## config.mk

```make
export PLATFORM = sky130hd
export DESIGN_NAME = riscv_v_uop_sequencer
export DESIGN_NICKNAME = d
export VERILOG_FILES = /design/src/rtl/riscv_v_pkg.sv /design/src/rtl/riscv_v_uop_count.sv /design/src/rtl/riscv_v_uop_sequencer.sv
export SDC_FILE = /design/constraint.sdc
export NUM_CORES = 1
export LEC_CHECK = 0
export CORE_MARGIN = 3
export CORE_UTILIZATION = 49
export DETAILED_ROUTE_END_ITERATION = 10
export PLACE_DENSITY = 0.87
export SLEW_MARGIN = 20
export SYNTH_ARGS = -nofsm -noshare
export SYNTH_HDL_FRONTEND = slang
export SYNTH_SLANG_ARGS = --single-unit
export TNS_END_PERCENT = 20
```

## constraint.sdc

```tcl
create_clock -name clk -period 6.78 [get_ports clk]
set_clock_uncertainty 0.15 [all_clocks]
set_input_delay 1.017 -clock clk [delete_from_list [all_inputs] [get_ports clk]]
set_output_delay 1.017 -clock clk [all_outputs]
set_load 0.1 [all_outputs]
```

## src/rtl/riscv_v_pkg.sv

```systemverilog
// rtl/riscv_v_pkg.sv - shared vector types and constants for the uop sequencer
// Contents: vtype enums (lmul, sew), sequencer state enum, micro-op record,
// default VLEN and register/control widths.
package riscv_v_pkg;

    localparam int RISCV_V_VLEN   = 128;
    localparam int RISCV_V_ADDR_W = 5;
    localparam int RISCV_V_CTRL_W = 64;

    typedef enum logic [2:0] {
        LMUL_1    = 3'b000,
        LMUL_2    = 3'b001,
        LMUL_4    = 3'b010,
        LMUL_8    = 3'b011,
        LMUL_RSVD = 3'b100,
        LMUL_F8   = 3'b101,
        LMUL_F4   = 3'b110,
        LMUL_F2   = 3'b111
    } riscv_v_lmul_t;

    typedef enum logic [2:0] {
        SEW_8     = 3'b000,
        SEW_16    = 3'b001,
        SEW_32    = 3'b010,
        SEW_64    = 3'b011,
        SEW_RSVD4 = 3'b100,
        SEW_RSVD5 = 3'b101,
        SEW_RSVD6 = 3'b110,
        SEW_RSVD7 = 3'b111
    } riscv_v_sew_t;

    typedef enum logic {
        SEQ_IDLE  = 1'b0,
        SEQ_ISSUE = 1'b1
    } riscv_v_state_seq_t;

    typedef struct packed {
        logic [RISCV_V_ADDR_W-1:0] vs1;
        logic [RISCV_V_ADDR_W-1:0] vs2;
        logic [RISCV_V_ADDR_W-1:0] vd;
        logic [2:0]                idx;
        logic                      first;
        logic                      last;
        logic [RISCV_V_CTRL_W-1:0] ctrl;
    } riscv_v_uop_t;

endpackage

```

## src/rtl/riscv_v_uop_count.sv

```systemverilog
// rtl/riscv_v_uop_count.sv - vtype decode, legality/alignment check and micro-op count
// Ports: i_vlmul/i_vsew/i_vl vtype fields; i_vd/i_vs1/i_vs2 base registers;
// i_use_vs1/i_is_reduct operand kind; o_illegal reject flag; o_n micro-op count (0..8).
module riscv_v_uop_count
    import riscv_v_pkg::*;
#(
    parameter int NUM_VREGS = 32,
    parameter int VLEN      = RISCV_V_VLEN,
    parameter int MAX_LMUL  = 8,
    parameter int VL_W      = $clog2(VLEN*MAX_LMUL/8)+1,
    localparam int ADDR_W   = $clog2(NUM_VREGS)
) (
    input  logic [2:0]        i_vlmul,
    input  logic [2:0]        i_vsew,
    input  logic [VL_W-1:0]   i_vl,
    input  logic [ADDR_W-1:0] i_vd,
    input  logic [ADDR_W-1:0] i_vs1,
    input  logic [ADDR_W-1:0] i_vs2,
    input  logic              i_use_vs1,
    input  logic              i_is_reduct,
    output logic              o_illegal,
    output logic [3:0]        o_n
);

    // log2 of elements per register at SEW=8
    localparam int            LG_EPR8 = $clog2(VLEN/8);
    localparam logic [VL_W:0] ONE     = 1;

    logic [1:0]        w_lmul_lg;
    logic              w_lmul_bad;
    logic [3:0]        w_lmul;
    logic [2:0]        w_shamt;
    logic [VL_W:0]     w_round;
    logic [VL_W:0]     w_regs;
    logic [ADDR_W-1:0] w_amask;
    logic              w_misaligned;

    always_comb begin
        w_lmul_lg  = 2'd0;
        w_lmul_bad = 1'b0;
        case (riscv_v_lmul_t'(i_vlmul))
            LMUL_1:    w_lmul_lg = 2'd0;
            LMUL_2:    w_lmul_lg = 2'd1;
            LMUL_4:    w_lmul_lg = 2'd2;
            LMUL_8:    w_lmul_lg = 2'd3;
            LMUL_RSVD: w_lmul_bad = 1'b1;
            default:   w_lmul_lg = 2'd0;   // fractional LMUL occupies one register
        endcase
        w_lmul = 4'd1 << w_lmul_lg;
        if (int'(w_lmul) > MAX_LMUL) begin
            w_lmul_bad = 1'b1;
        end

        // ceil(vl / (VLEN/SEW)) as add-then-shift; VLEN/SEW = 2^(LG_EPR8 - sew_lg)
        w_shamt = 3'(LG_EPR8) - {1'b0, i_vsew[1:0]};
        w_round = (ONE << w_shamt) - ONE;
        w_regs  = ({1'b0, i_vl} + w_round) >> w_shamt;
        o_n     = (w_regs < (VL_W+1)'(w_lmul)) ? w_regs[3:0] : w_lmul;

        // Reductions read a single vd/vs1 register, so only vs2 must be group-aligned
        w_amask      = ADDR_W'(w_lmul - 4'd1);
        w_misaligned = (|(i_vs2 & w_amask))
                     | (!i_is_reduct && (|(i_vd & w_amask)))
                     | (i_use_vs1 && !i_is_reduct && (|(i_vs1 & w_amask)));

        o_illegal = w_lmul_bad | i_vsew[2] | w_misaligned;
    end

endmodule

```

## src/rtl/riscv_v_uop_sequencer.sv

```systemverilog
// rtl/riscv_v_uop_sequencer.sv - expands one vector instruction into per-register micro-ops
// Ports: clk/rst (async active-low); flush abort; in_* instruction handshake and
// operands; vlmul/vsew/vl vtype state sampled at accept; uop_* micro-op handshake
// and fields; illegal one-cycle reject pulse; busy while a group is issuing.
module riscv_v_uop_sequencer
    import riscv_v_pkg::*;
#(
    parameter int NUM_VREGS = 32,
    parameter int VLEN      = RISCV_V_VLEN,
    parameter int MAX_LMUL  = 8,
    parameter int VL_W      = $clog2(VLEN*MAX_LMUL/8)+1,
    parameter int CTRL_W    = 64,
    localparam int ADDR_W   = $clog2(NUM_VREGS)
) (
    input  logic              clk,
    input  logic              rst,
    input  logic              flush,
    input  logic              in_valid,
    output logic              in_ready,
    input  logic [ADDR_W-1:0] in_vs1,
    input  logic [ADDR_W-1:0] in_vs2,
    input  logic [ADDR_W-1:0] in_vd,
    input  logic              in_use_vs1,
    input  logic              in_is_reduct,
    input  logic [CTRL_W-1:0] in_ctrl,
    input  logic [2:0]        vlmul,
    input  logic [2:0]        vsew,
    input  logic [VL_W-1:0]   vl,
    output logic              uop_valid,
    input  logic              uop_ready,
    output logic [ADDR_W-1:0] uop_vs1,
    output logic [ADDR_W-1:0] uop_vs2,
    output logic [ADDR_W-1:0] uop_vd,
    output logic [CTRL_W-1:0] uop_ctrl,
    output logic [2:0]        uop_idx,
    output logic              uop_first,
    output logic              uop_last,
    output logic              illegal,
    output logic              busy
);

    riscv_v_state_seq_t r_state, w_next_state;
    logic [2:0]         r_idx;
    logic [2:0]         r_last_idx;
    logic [ADDR_W-1:0]  r_vs1, r_vs2, r_vd;
    logic               r_inc_vs1, r_inc_vd;
    logic [CTRL_W-1:0]  r_ctrl;
    logic               r_illegal;

    logic               w_illegal;
    logic [3:0]         w_n;
    logic               w_accept;
    logic               w_start;
    logic               w_issue;
    logic               w_last;

    riscv_v_uop_count #(
        .NUM_VREGS (NUM_VREGS),
        .VLEN      (VLEN),
        .MAX_LMUL  (MAX_LMUL),
        .VL_W      (VL_W)
    ) u_count (
        .i_vlmul     (vlmul),
        .i_vsew      (vsew),
        .i_vl        (vl),
        .i_vd        (in_vd),
        .i_vs1       (in_vs1),
        .i_vs2       (in_vs2),
        .i_use_vs1   (in_use_vs1),
        .i_is_reduct (in_is_reduct),
        .o_illegal   (w_illegal),
        .o_n         (w_n)
    );

    assign w_issue  = (r_state == SEQ_ISSUE);
    assign w_last   = w_issue && (r_idx == r_last_idx);
    // Accepting during the last micro-op's handshake keeps issue back-to-back
    assign in_ready = rst && !flush && (!w_issue || (w_last && uop_ready));
    assign w_accept = in_valid && in_ready;
    assign w_start  = w_accept && !w_illegal && (w_n != 4'd0);

    always_comb begin
        w_next_state = r_state;
        if (flush) begin
            w_next_state = SEQ_IDLE;
        end else if (w_start) begin
            w_next_state = SEQ_ISSUE;
        end else if (w_last && uop_ready) begin
            w_next_state = SEQ_IDLE;
        end
    end

    always_ff @(posedge clk or negedge rst) begin
        if (!rst) begin
            r_state <= SEQ_IDLE;
        end else begin
            r_state <= w_next_state;
        end
    end

    always_ff @(posedge clk or negedge rst) begin
        if (!rst) begin
            r_idx      <= 3'd0;
            r_last_idx <= 3'd0;
            r_vs1      <= '0;
            r_vs2      <= '0;
            r_vd       <= '0;
            r_inc_vs1  <= 1'b0;
            r_inc_vd   <= 1'b0;
            r_ctrl     <= '0;
            r_illegal  <= 1'b0;
        end else begin
            r_illegal <= w_accept && w_illegal;
            if (flush) begin
                r_idx <= 3'd0;
            end else if (w_start) begin
                r_idx      <= 3'd0;
                r_last_idx <= 3'(w_n - 4'd1);
                r_vs1      <= in_vs1;
                r_vs2      <= in_vs2;
                r_vd       <= in_vd;
                r_inc_vs1  <= in_use_vs1 && !in_is_reduct;
                r_inc_vd   <= !in_is_reduct;
                r_ctrl     <= in_ctrl;
            end else if (w_issue && uop_ready) begin
                r_idx <= r_idx + 3'd1;
            end
        end
    end

    assign uop_valid = w_issue;
    assign busy      = w_issue;
    assign uop_idx   = r_idx;
    assign uop_first = w_issue && (r_idx == 3'd0);
    assign uop_last  = w_last;
    assign uop_vs2   = r_vs2 + ADDR_W'(r_idx);
    assign uop_vs1   = r_vs1 + (r_inc_vs1 ? ADDR_W'(r_idx) : '0);
    assign uop_vd    = r_vd  + (r_inc_vd  ? ADDR_W'(r_idx) : '0);
    assign uop_ctrl  = r_ctrl;
    assign illegal   = r_illegal;

endmodule

```

# Yosys cells after proc, flatten, opt, wreduce, memory -nomap -nowiden
# Cells that the tools add are included.
# totals
regBits	89
inputBits	100
out_inout_bits	88
elab_cells	75
# op_classes
addsub	9
n_lt_le_gt_ge	2
eq_ne	5
shifts	3
mux	12
n_bitwise	8
reduce_logical	26
# ops
op	count
adder 5 x 3 -> 5 bit	3
AND 5 bit	3
two-way mux 3 bit	5
OR reduction 5 bit	3
logical AND 1 bit	13
adder 8 x 9 -> 9 bit	1
< comparator 9 x 4 -> 1 bit	1
left shift 1 x 3 -> 9 bit (first input constant)	1
right shift 9 x 3 -> 9 bit	1
subtractor 9 x 1 -> 9 bit (second input constant)	1
== test 3 x 2 -> 1 bit (second input constant)	2
one-hot mux 2 bit (3 select lines)	1
nonzero test 3 bit	2
two-way mux 1 bit	5
subtractor 4 x 1 -> 5 bit (second input constant)	1
> comparator 4 bit (second input constant)	1
zero test 1 bit	4
two-way mux 4 bit	1
OR 1 bit	4
nonzero test 4 bit	1
left shift 1 x 2 -> 4 bit (first input constant)	1
adder 3 x 1 -> 3 bit (second input constant)	1
== test 3 x 1 -> 1 bit (second input constant)	1
== test 3 bit	1
other kinds (7)	7

# Logic depth before layout (Yosys ltp)
# Gate-level depths: netlist (run 1).
# depth
depth_word	15
ltp_mapped	32
ltp_nobuf	27

# Cells and area by module
# From an unflattened synthesis (run 1), not the netlist that was laid out.
# hier_totals
hier_cells	442
area_unflattened_um2	5252.5
# by_module_without_submodules
mod	n_inst	cells_each	area_each_um2	seq_area_each_um2
riscv_v_uop_sequencer	1	272	4041.4	2227.1
riscv_v_uop_count	1	170	1211.2	0.0

# Worst setup path after synthesis (run 1)
# OpenSTA, ideal clock, no wires.
# synth_timing
path_kind	input -> register
start	input port vsew[0]
end	register r_ctrl[62], in the netlist uop_ctrl[62]
setup_ns	0.128
arrival_time_ns	6.627
t_required_ns	6.502
setup_slack_ns	-0.125
stages	29
n_path_buf	4
cell_sequence	clkbuf_1 inv_1 ha_1 inv_1 ha_1 inv_1 ha_1 a21o_1 a22oi_1 a22oi_1 a2111oi_0 a21oi_1 a21o_1 ha_1 nand3_1 nand2_1 nor3b_1 o31ai_1 o2111a_1 and2_1 buf_2 mux2_2 ha_1 inv_1 nor3_1 a211oi_4 buf_6 buf_6 mux2_1
# synth_between
elab_chain_len	10
# synth_lines
item	line	source
start: declaration	riscv_v_uop_sequencer.sv:27	input logic [2:0] vsew,
subtractor 3 x 2 -> 3 bit (*)	riscv_v_uop_count.sv:55	w_shamt = 3'(LG_EPR8) - {1'b0, i_vsew[1:0]};
left shift 1 x 3 -> 9 bit	riscv_v_uop_count.sv:56	w_round = (ONE << w_shamt) - ONE;
subtractor 9 x 1 -> 9 bit	riscv_v_uop_count.sv:56	
adder 8 x 9 -> 9 bit	riscv_v_uop_count.sv:57	w_regs = ({1'b0, i_vl} + w_round) >> w_shamt;
right shift 9 x 3 -> 9 bit (*)	riscv_v_uop_count.sv:57	
< comparator 9 x 4 -> 1 bit	riscv_v_uop_count.sv:58	o_n = (w_regs < (VL_W+1)'(w_lmul)) ? w_regs[3:0] : w_lmul;
two-way mux 4 bit (*)	riscv_v_uop_count.sv:58	
nonzero test 4 bit (*)	riscv_v_uop_sequencer.sv:80	assign w_start = w_accept && !w_illegal && (w_n != 4'd0);
logical AND 1 bit (*)	riscv_v_uop_sequencer.sv:80	
AND reduction 2 bit (no source line) (*)	-	
end signal: assignment	riscv_v_uop_sequencer.sv:124	r_ctrl <= in_ctrl;
end: declaration	riscv_v_uop_sequencer.sv:47	logic [CTRL_W-1:0] r_ctrl;
# Every way passes the cells marked *; elsewhere a longest branch is shown, timed or not.
# A chain may end at the register's enable or synchronous reset.

# Final worst setup path (run 1)
# layout_timing
start	input port vl[1]
end	register r_ctrl[59], in the netlist uop_ctrl[59]
# layout_between
elab_chain_len	7
# layout_lines
item	line	source
start: declaration	riscv_v_uop_sequencer.sv:28	input logic [VL_W-1:0] vl,
adder 8 x 9 -> 9 bit (*)	riscv_v_uop_count.sv:57	
right shift 9 x 3 -> 9 bit (*)	riscv_v_uop_count.sv:57	
< comparator 9 x 4 -> 1 bit	riscv_v_uop_count.sv:58	
two-way mux 4 bit (*)	riscv_v_uop_count.sv:58	
nonzero test 4 bit (*)	riscv_v_uop_sequencer.sv:80	
logical AND 1 bit (*)	riscv_v_uop_sequencer.sv:80	
AND reduction 2 bit (no source line) (*)	-	
# Marks and branches as above.

==> flow_metrics.env, run 1 <==
export IMPL_status="finished clean"
export IMPL_gp_congestion=0.875
export IMPL_synthFlopType="dfrtp_1"
export IMPL_grt_pass1_vias=4682
export IMPL_finalHoldViolCount=0
export IMPL_setup_violations=0
export IMPL_h_tree_depth=3
export IMPL_finalCritPeriodShare=0.979
export IMPL_yosysSeqAreaShare=0.426
export IMPL_post_route_util=0.758
export IMPL_relSlewSlack=0.291
export IMPL_worst_pin_slew_ns=1.06
export IMPL_vias=4444
export IMPL_synthArstFlopShare=1.00
export IMPL_slowest_stage="clkdlybuf4s50_1"
export IMPL_grtUsageMet2=0.440
export IMPL_start_kind="primary input"
export IMPL_worstPathMaxFanout=14
export IMPL_dp_hpwl_microns=11800
export IMPL_wl_microns=16300
export IMPL_synth_top_area_share=0.426
export IMPL_core_area_sq_um=10400
export IMPL_cts_inserted_buffers=9
export IMPL_die_width_microns=109
export IMPL_dpl_instance_area_sq_um=7420
export IMPL_netlist_area_sq_um=5230
export IMPL_synthTopCellsByCount="dfrtp_1, mux2_2, inv_1"
export IMPL_cap_violations=0
export IMPL_avgSynthCellArea_sq_um=11.3
export IMPL_num_io_pins=188
export IMPL_reg2reg_depth=9
export IMPL_crit_family="compound AO/OA/AOI/OAI gates"
export IMPL_crit_path_max_incr_delay_ns=0.45
export IMPL_timing_hold_ws_ns=0.351
export IMPL_io_buffers=187
export IMPL_use_met1=0.303
export IMPL_diodes=0
export IMPL_fp_dieH_microns=109
export IMPL_maxSlewViolCount=0
export IMPL_final_area_sq_um=7860
export IMPL_min_path_type="flop to flop"
export IMPL_stdcell_count=830
export IMPL_syn_instance_count=464
export IMPL_area_growth_pct=50.4
export IMPL_route_detailed_drc=0
export IMPL_irDropWorstVdd_v=0.000492
export IMPL_syn_num_nets=602
export IMPL_synth_cell_type_count=64
export IMPL_grt_use_total=0.258
export IMPL_synthTopCellsByArea="dfrtp_1, mux2_2, ha_1"
export IMPL_grt_pass1_wl_microns=23800
export IMPL_crit_start="vl[1]"
export IMPL_synth_warnings=0
export IMPL_drt_pass1_iter_count=5
export IMPL_dieArea_sq_um=11900
export IMPL_dp_cells=800
export IMPL_critPathKind="primary input to flop"
export IMPL_rrSetupSlack_ns=3.50
export IMPL_reg2reg_from="uop_idx[1]$_DFFE_PN0P_"
export IMPL_grt_max_degree=51
export IMPL_nets=828
export IMPL_cp_data_required_time_ns=6.86
export IMPL_grt_antenna_before_repair=0
export IMPL_hold_end="r_vs1[0]$_DFFE_PN0P_"
export IMPL_synth_seq_cells=89
export IMPL_period_needed_ns=6.64
export IMPL_cts_root_buf="clkbuf_8"
export IMPL_hp_start="r_vs1[0]$_DFFE_PN0P_"
export IMPL_first_iter_violations=213
export IMPL_fmax_mhz=151
export IMPL_leakage_nw=3.51
export IMPL_vias_per_cell=5.35
export IMPL_start_util=0.504
export IMPL_clk_latency_ns=0.35
export IMPL_yosysMostFrequentCell="dfrtp_1"
export IMPL_min_delay_path_depth=1
export IMPL_worstPathArrival_ns=6.71
export IMPL_r2r_end="uop_ctrl[59]$_DFFE_PN0P_"
export IMPL_cp_common_cell="ha_1"
export IMPL_clock_path_buffers=2
export IMPL_cts_clk_slew_worst_paths_ns=0.08
export IMPL_grt_use_met3=0.105
export IMPL_drt_wirelength_per_cell_microns=19.7
export IMPL_grt_busiest_layer="met2"
export IMPL_drive_above_1_share=0.216
export IMPL_yosys_area_top_type="dfrtp_1"
export IMPL_worst_path_buf_inv=7
export IMPL_endpoint_kind="flop"
export IMPL_power_density_nw_per_um2=452
export IMPL_synth_edf_count=0
export IMPL_clock_sinks=89
export IMPL_grt_overflow=0
export IMPL_rows=37
export IMPL_ant_nets=0
export IMPL_cts_tree="built"
-- cell usage in the layout, fill, tap and decap left out, drive strengths merged, types with 9 or more instances in the layout --
cell and count:
a21oi 18, buf 44, clkbuf 18, clkdlybuf4s50 184, dfrtp 89, ha 34
inv 45, mux2 84, nand2 17, nor2 21, nor3 9, o21ai 12
xnor2 11
-- metal layers --
layer	share of wire	wire (microns)
met1	0.39	6410
met5	0	0
met3	0.087	1430
met4	0.023	369
met2	0.50	8120
-- power by group --
| group | switching (mW) | total, mW | internal, mW |
|---|---|---|---|
| logic | 1.75 | 2.39 | 0.637 |
| registers | 0.120 | 0.846 | 0.726 |
| clock network | 0.178 | 0.319 | 0.142 |
| total | 2.05 | 3.56 | 1.50 |
-- cell type report --
cell class / instances / area, sq um
timing repair buffer: 235 / 2390
clock inverter: 2 / 15.0
inverter: 45 / 169
tap: 136 / 170
clock buffer: 13 / 149
fill: 693 / 2510
multi-input combinational: 310 / 2740
sequential: 89 / 2230
-- repair_timing --
action | CTS | global route
hold buffers | 0 | 0
gates resized for setup | 5 | 13
endpoints found under the hold margin | 0 | 0
buffers inserted | 3 | 3
pin swaps | 3 | 7
setup endpoints to repair | 83 | 88
cloned | 1 | 8
-- registers in the layout, indices dropped and copies added (netlist names) --
signal,count
uop_idx,3
r_vs1,5
uop_ctrl,64
illegal,1
r_inc_vd,1
r_vd,5
busy,1
r_last_idx,3
r_inc_vs1,1
r_vs2,5
-- worst max-delay path by stage --
stage | to | cells after the start
CTS | uop_ctrl[49]$_DFFE_PN0P_ | 29
global placement | uop_ctrl[22]$_DFFE_PN0P_ | 27
finish | uop_ctrl[59]$_DFFE_PN0P_ | 28
detailed placement | uop_ctrl[34]$_DFFE_PN0P_ | 27
global route | uop_ctrl[59]$_DFFE_PN0P_ | 28
floorplan | uop_ctrl[62]$_DFFE_PN0P_ | 29
-- stage by stage --
step	power, mW	setup TNS, ns	setup WS [ns]
after floorplan	2.58	0	0.0587
after global placement	3.17	-23.09	-0.315
after detailed placement	3.21	-44.37	-0.570
after CTS	3.55	0	0.0448
after global routing	3.68	-2.80	-0.0635
final	3.56	0	0.143
-- logic make-up (layout without fill, tap and decap cells) --
| logic type | after synthesis | in the layout | synth area share |
|---|---|---|---|
| mux | 89 | 89 | 0.193 |
| flops | 89 | 89 | 0.426 |
| compound gates | 83 | 83 | 0.119 |
| simple gates | 83 | 83 | 0.0821 |
| buf+inv | 65 | 295 | 0.0565 |
| fa+ha+maj | 38 | 38 | 0.0967 |
| xor+xnor | 16 | 16 | 0.0268 |
| other cells | 1 | 1 | 0.000717 |
Power figures use the tool's default switching activity.
==> run 2: changes to the inputs <==
--- a/config.mk
+++ b/config.mk
@@ -5,6 +5,7 @@
 export SDC_FILE = /design/constraint.sdc
 export NUM_CORES = 1
 export LEC_CHECK = 0
+export CORE_ASPECT_RATIO = 1.75
 export CORE_MARGIN = 3
 export CORE_UTILIZATION = 49
 export DETAILED_ROUTE_END_ITERATION = 10
==> run 2 against run 1 <==
  * Sequential share of layout area fell by 1.1 points
  * Register-to-register slack improved by 0.06 ns
  * First-iteration DRC count rose by 42%
  * Worst setup slack improved by 0.0099 ns
  * Global-route usage rose by 5.6 points
  * Design area rose by 3.9%
  * Routed wire length rose by 14%
  * Sequential power rose by 2%
  * Worst hold slack got worse by 0.0076 ns
  * Largest cell class unchanged
==> flow_metrics.env, run 2 (synthesized netlist as in run 1, its figures left out) <==
export IMPL_irDropWorstVdd_v=0.000473
export IMPL_crit_path_max_incr_delay_ns=0.51
export IMPL_drt_wirelength_per_cell_microns=22.3
export IMPL_nets=845
export IMPL_cts_root_buf="clkbuf_16"
export IMPL_gp_congestion=0.973
export IMPL_period_needed_ns=6.63
export IMPL_finalHoldViolCount=0
export IMPL_fmax_mhz=151
export IMPL_fp_dieH_microns=143
export IMPL_worstPathMaxFanout=5
export IMPL_num_io_pins=188
export IMPL_clock_sinks=89
export IMPL_worst_pin_slew_ns=1.07
export IMPL_worstPathArrival_ns=6.70
export IMPL_dp_hpwl_microns=13900
export IMPL_diodes=0
export IMPL_critPathKind="primary input to flop"
export IMPL_die_width_microns=84.1
export IMPL_endpoint_kind="flop"
export IMPL_rows=49
export IMPL_vias_per_cell=5.72
export IMPL_leakage_nw=3.66
export IMPL_area_growth_pct=56.3
export IMPL_cts_clk_slew_worst_paths_ns=0.06
export IMPL_dieArea_sq_um=12000
export IMPL_grt_pass1_wl_microns=28800
export IMPL_cts_inserted_buffers=9
export IMPL_relSlewSlack=0.285
export IMPL_ant_nets=0
export IMPL_first_iter_violations=302
export IMPL_power_density_nw_per_um2=470
export IMPL_final_area_sq_um=8170
export IMPL_fin_tns_setup_ns=0
export IMPL_cp_data_required_time_ns=6.85
export IMPL_grt_max_degree=53
export IMPL_cap_violations=0
export IMPL_dpl_instance_area_sq_um=7670
export IMPL_wl_microns=18700
export IMPL_grt_antenna_before_repair=0
export IMPL_timing_hold_ws_ns=0.344
export IMPL_crit_family="compound AO/OA/AOI/OAI gates"
export IMPL_worst_path_buf_inv=10
export IMPL_status="finished clean"
export IMPL_clk_latency_ns=0.34
export IMPL_setup_violations=0
export IMPL_layout_commonest_cell="clkdlybuf4s50_1"
export IMPL_drive_above_1_share=0.251
export IMPL_start_util=0.505
export IMPL_grt_overflow=0
export IMPL_h_tree_depth=3
export IMPL_clock_path_buffers=2
export IMPL_route_detailed_drc=0
export IMPL_holdBufCountCts=0
export IMPL_maxSlewViolCount=0
export IMPL_final_cell_mix="clkdlybuf4s50_1, dfrtp_1, mux2_2"
export IMPL_core_area_sq_um=10400
export IMPL_min_path_type="flop to flop"
export IMPL_rrSetupSlack_ns=3.56
export IMPL_cts_tree="built"
export IMPL_fill_cells=592
export IMPL_largest_reg_flops=64
export IMPL_finalCritPeriodShare=0.978
export IMPL_vias=4799
export IMPL_io_buffers=187
export IMPL_grt_use_total=0.313
export IMPL_drt_pass1_iter_count=4
export IMPL_grt_pass1_vias=5440
export IMPL_slowest_stage="a2111o_1"
export IMPL_start_kind="primary input"
==> run 2: cell types whose count changed in the layout (fill, tap and decap cells not counted), moves of 3 or more <==
cell,change
buf_12,+4
clkbuf_8,-7
buf_4,+19
clkbuf_16,+4
ha_1,-3
==> run 2: cell type report <==
class,instances,area (sq um),share of cell area
multi-input cells,310,2830,0.347
repair buffers,252,2470,0.302
flip-flops and latches,89,2230,0.272
clock buffers,13,270,0.0331
inverters,45,169,0.0207
well taps,127,159,0.0194
clock inverters,3,46.3,0.00566
==> run 2: metal layers <==
layer | track usage | vias up | wire length [microns]
met2 | 0.574 | 254 | 10000
met1 | 0.304 | 2339 | 6060
met4 | 0.186 | 0 | 1160
li1 | - | 2128 | -
met3 | 0.0970 | 78 | 1460
met5 | 0 | - | 0
==> run 2: where the power goes <==
part	total (mW)	switching, mW	internal (mW)
combinational	2.46	1.79	0.667
sequential	0.860	0.133	0.727
clock	0.522	0.205	0.317
total	3.84	2.13	1.71
==> run 2: timing repair <==
item / in CTS / in global routing
pin swaps: 12 / 8
setup endpoints to repair: 88 / 85
setup buffers: 2 / 3
gates resized for setup: 23 / 8
gates cloned: 1 / 0
==> run 2: final timing paths <==
kind | to | cells past startpoint | from
max | r_vd[0]$_DFFE_PN0P_ | 30 | vsew[0]
min | r_vs1[2]$_DFFE_PN0P_ | 1 | r_vs1[2]$_DFFE_PN0P_
max reg2reg | r_vd[0]$_DFFE_PN0P_ | 10 | uop_idx[1]$_DFFE_PN0P_
min reg2reg | r_vs1[2]$_DFFE_PN0P_ | 1 | r_vs1[2]$_DFFE_PN0P_
max in group asynchronous | r_vs2[1]$_DFFE_PN0P_ | 2 | rst
min in group asynchronous | uop_ctrl[51]$_DFFE_PN0P_ | 1 | rst
==> run 2: per-stage QoR <==
step	cells	power, mW	util	setup slack, ns
2_1_floorplan	464	2.58	-	0.0587
3_5_place_dp	817	3.25	0.740	-0.719
4_1_cts	836	3.82	0.784	0.176
3_3_place_gp	817	3.20	0.740	-0.513
5_1_grt	839	3.95	0.789	-0.0690
6_report	839	3.84	0.789	0.152
==> run 2: worst reg2reg max path, cell delays in order (launching register included) <==
cell,delay [ns]
dfrtp_1,0.51
xor2_1,0.22
nor3_1,0.27
a21boi_0,0.17
nor3b_1,0.49
nand3_1,0.22
a211oi_4,0.34
buf_6,0.17
buf_16,0.12
buf_4,0.12
mux2_1,0.33
==> run 3: changes to the inputs <==
--- a/config.mk
+++ b/config.mk
@@ -8,6 +8,7 @@
 export CORE_ASPECT_RATIO = 1.75
 export CORE_MARGIN = 3
 export CORE_UTILIZATION = 49
+export CTS_CLUSTER_DIAMETER = 120
 export DETAILED_ROUTE_END_ITERATION = 10
 export PLACE_DENSITY = 0.87
 export SLEW_MARGIN = 20
==> results of run 3 <==
Final layout, timing and power as in run 2 (identical DEF).
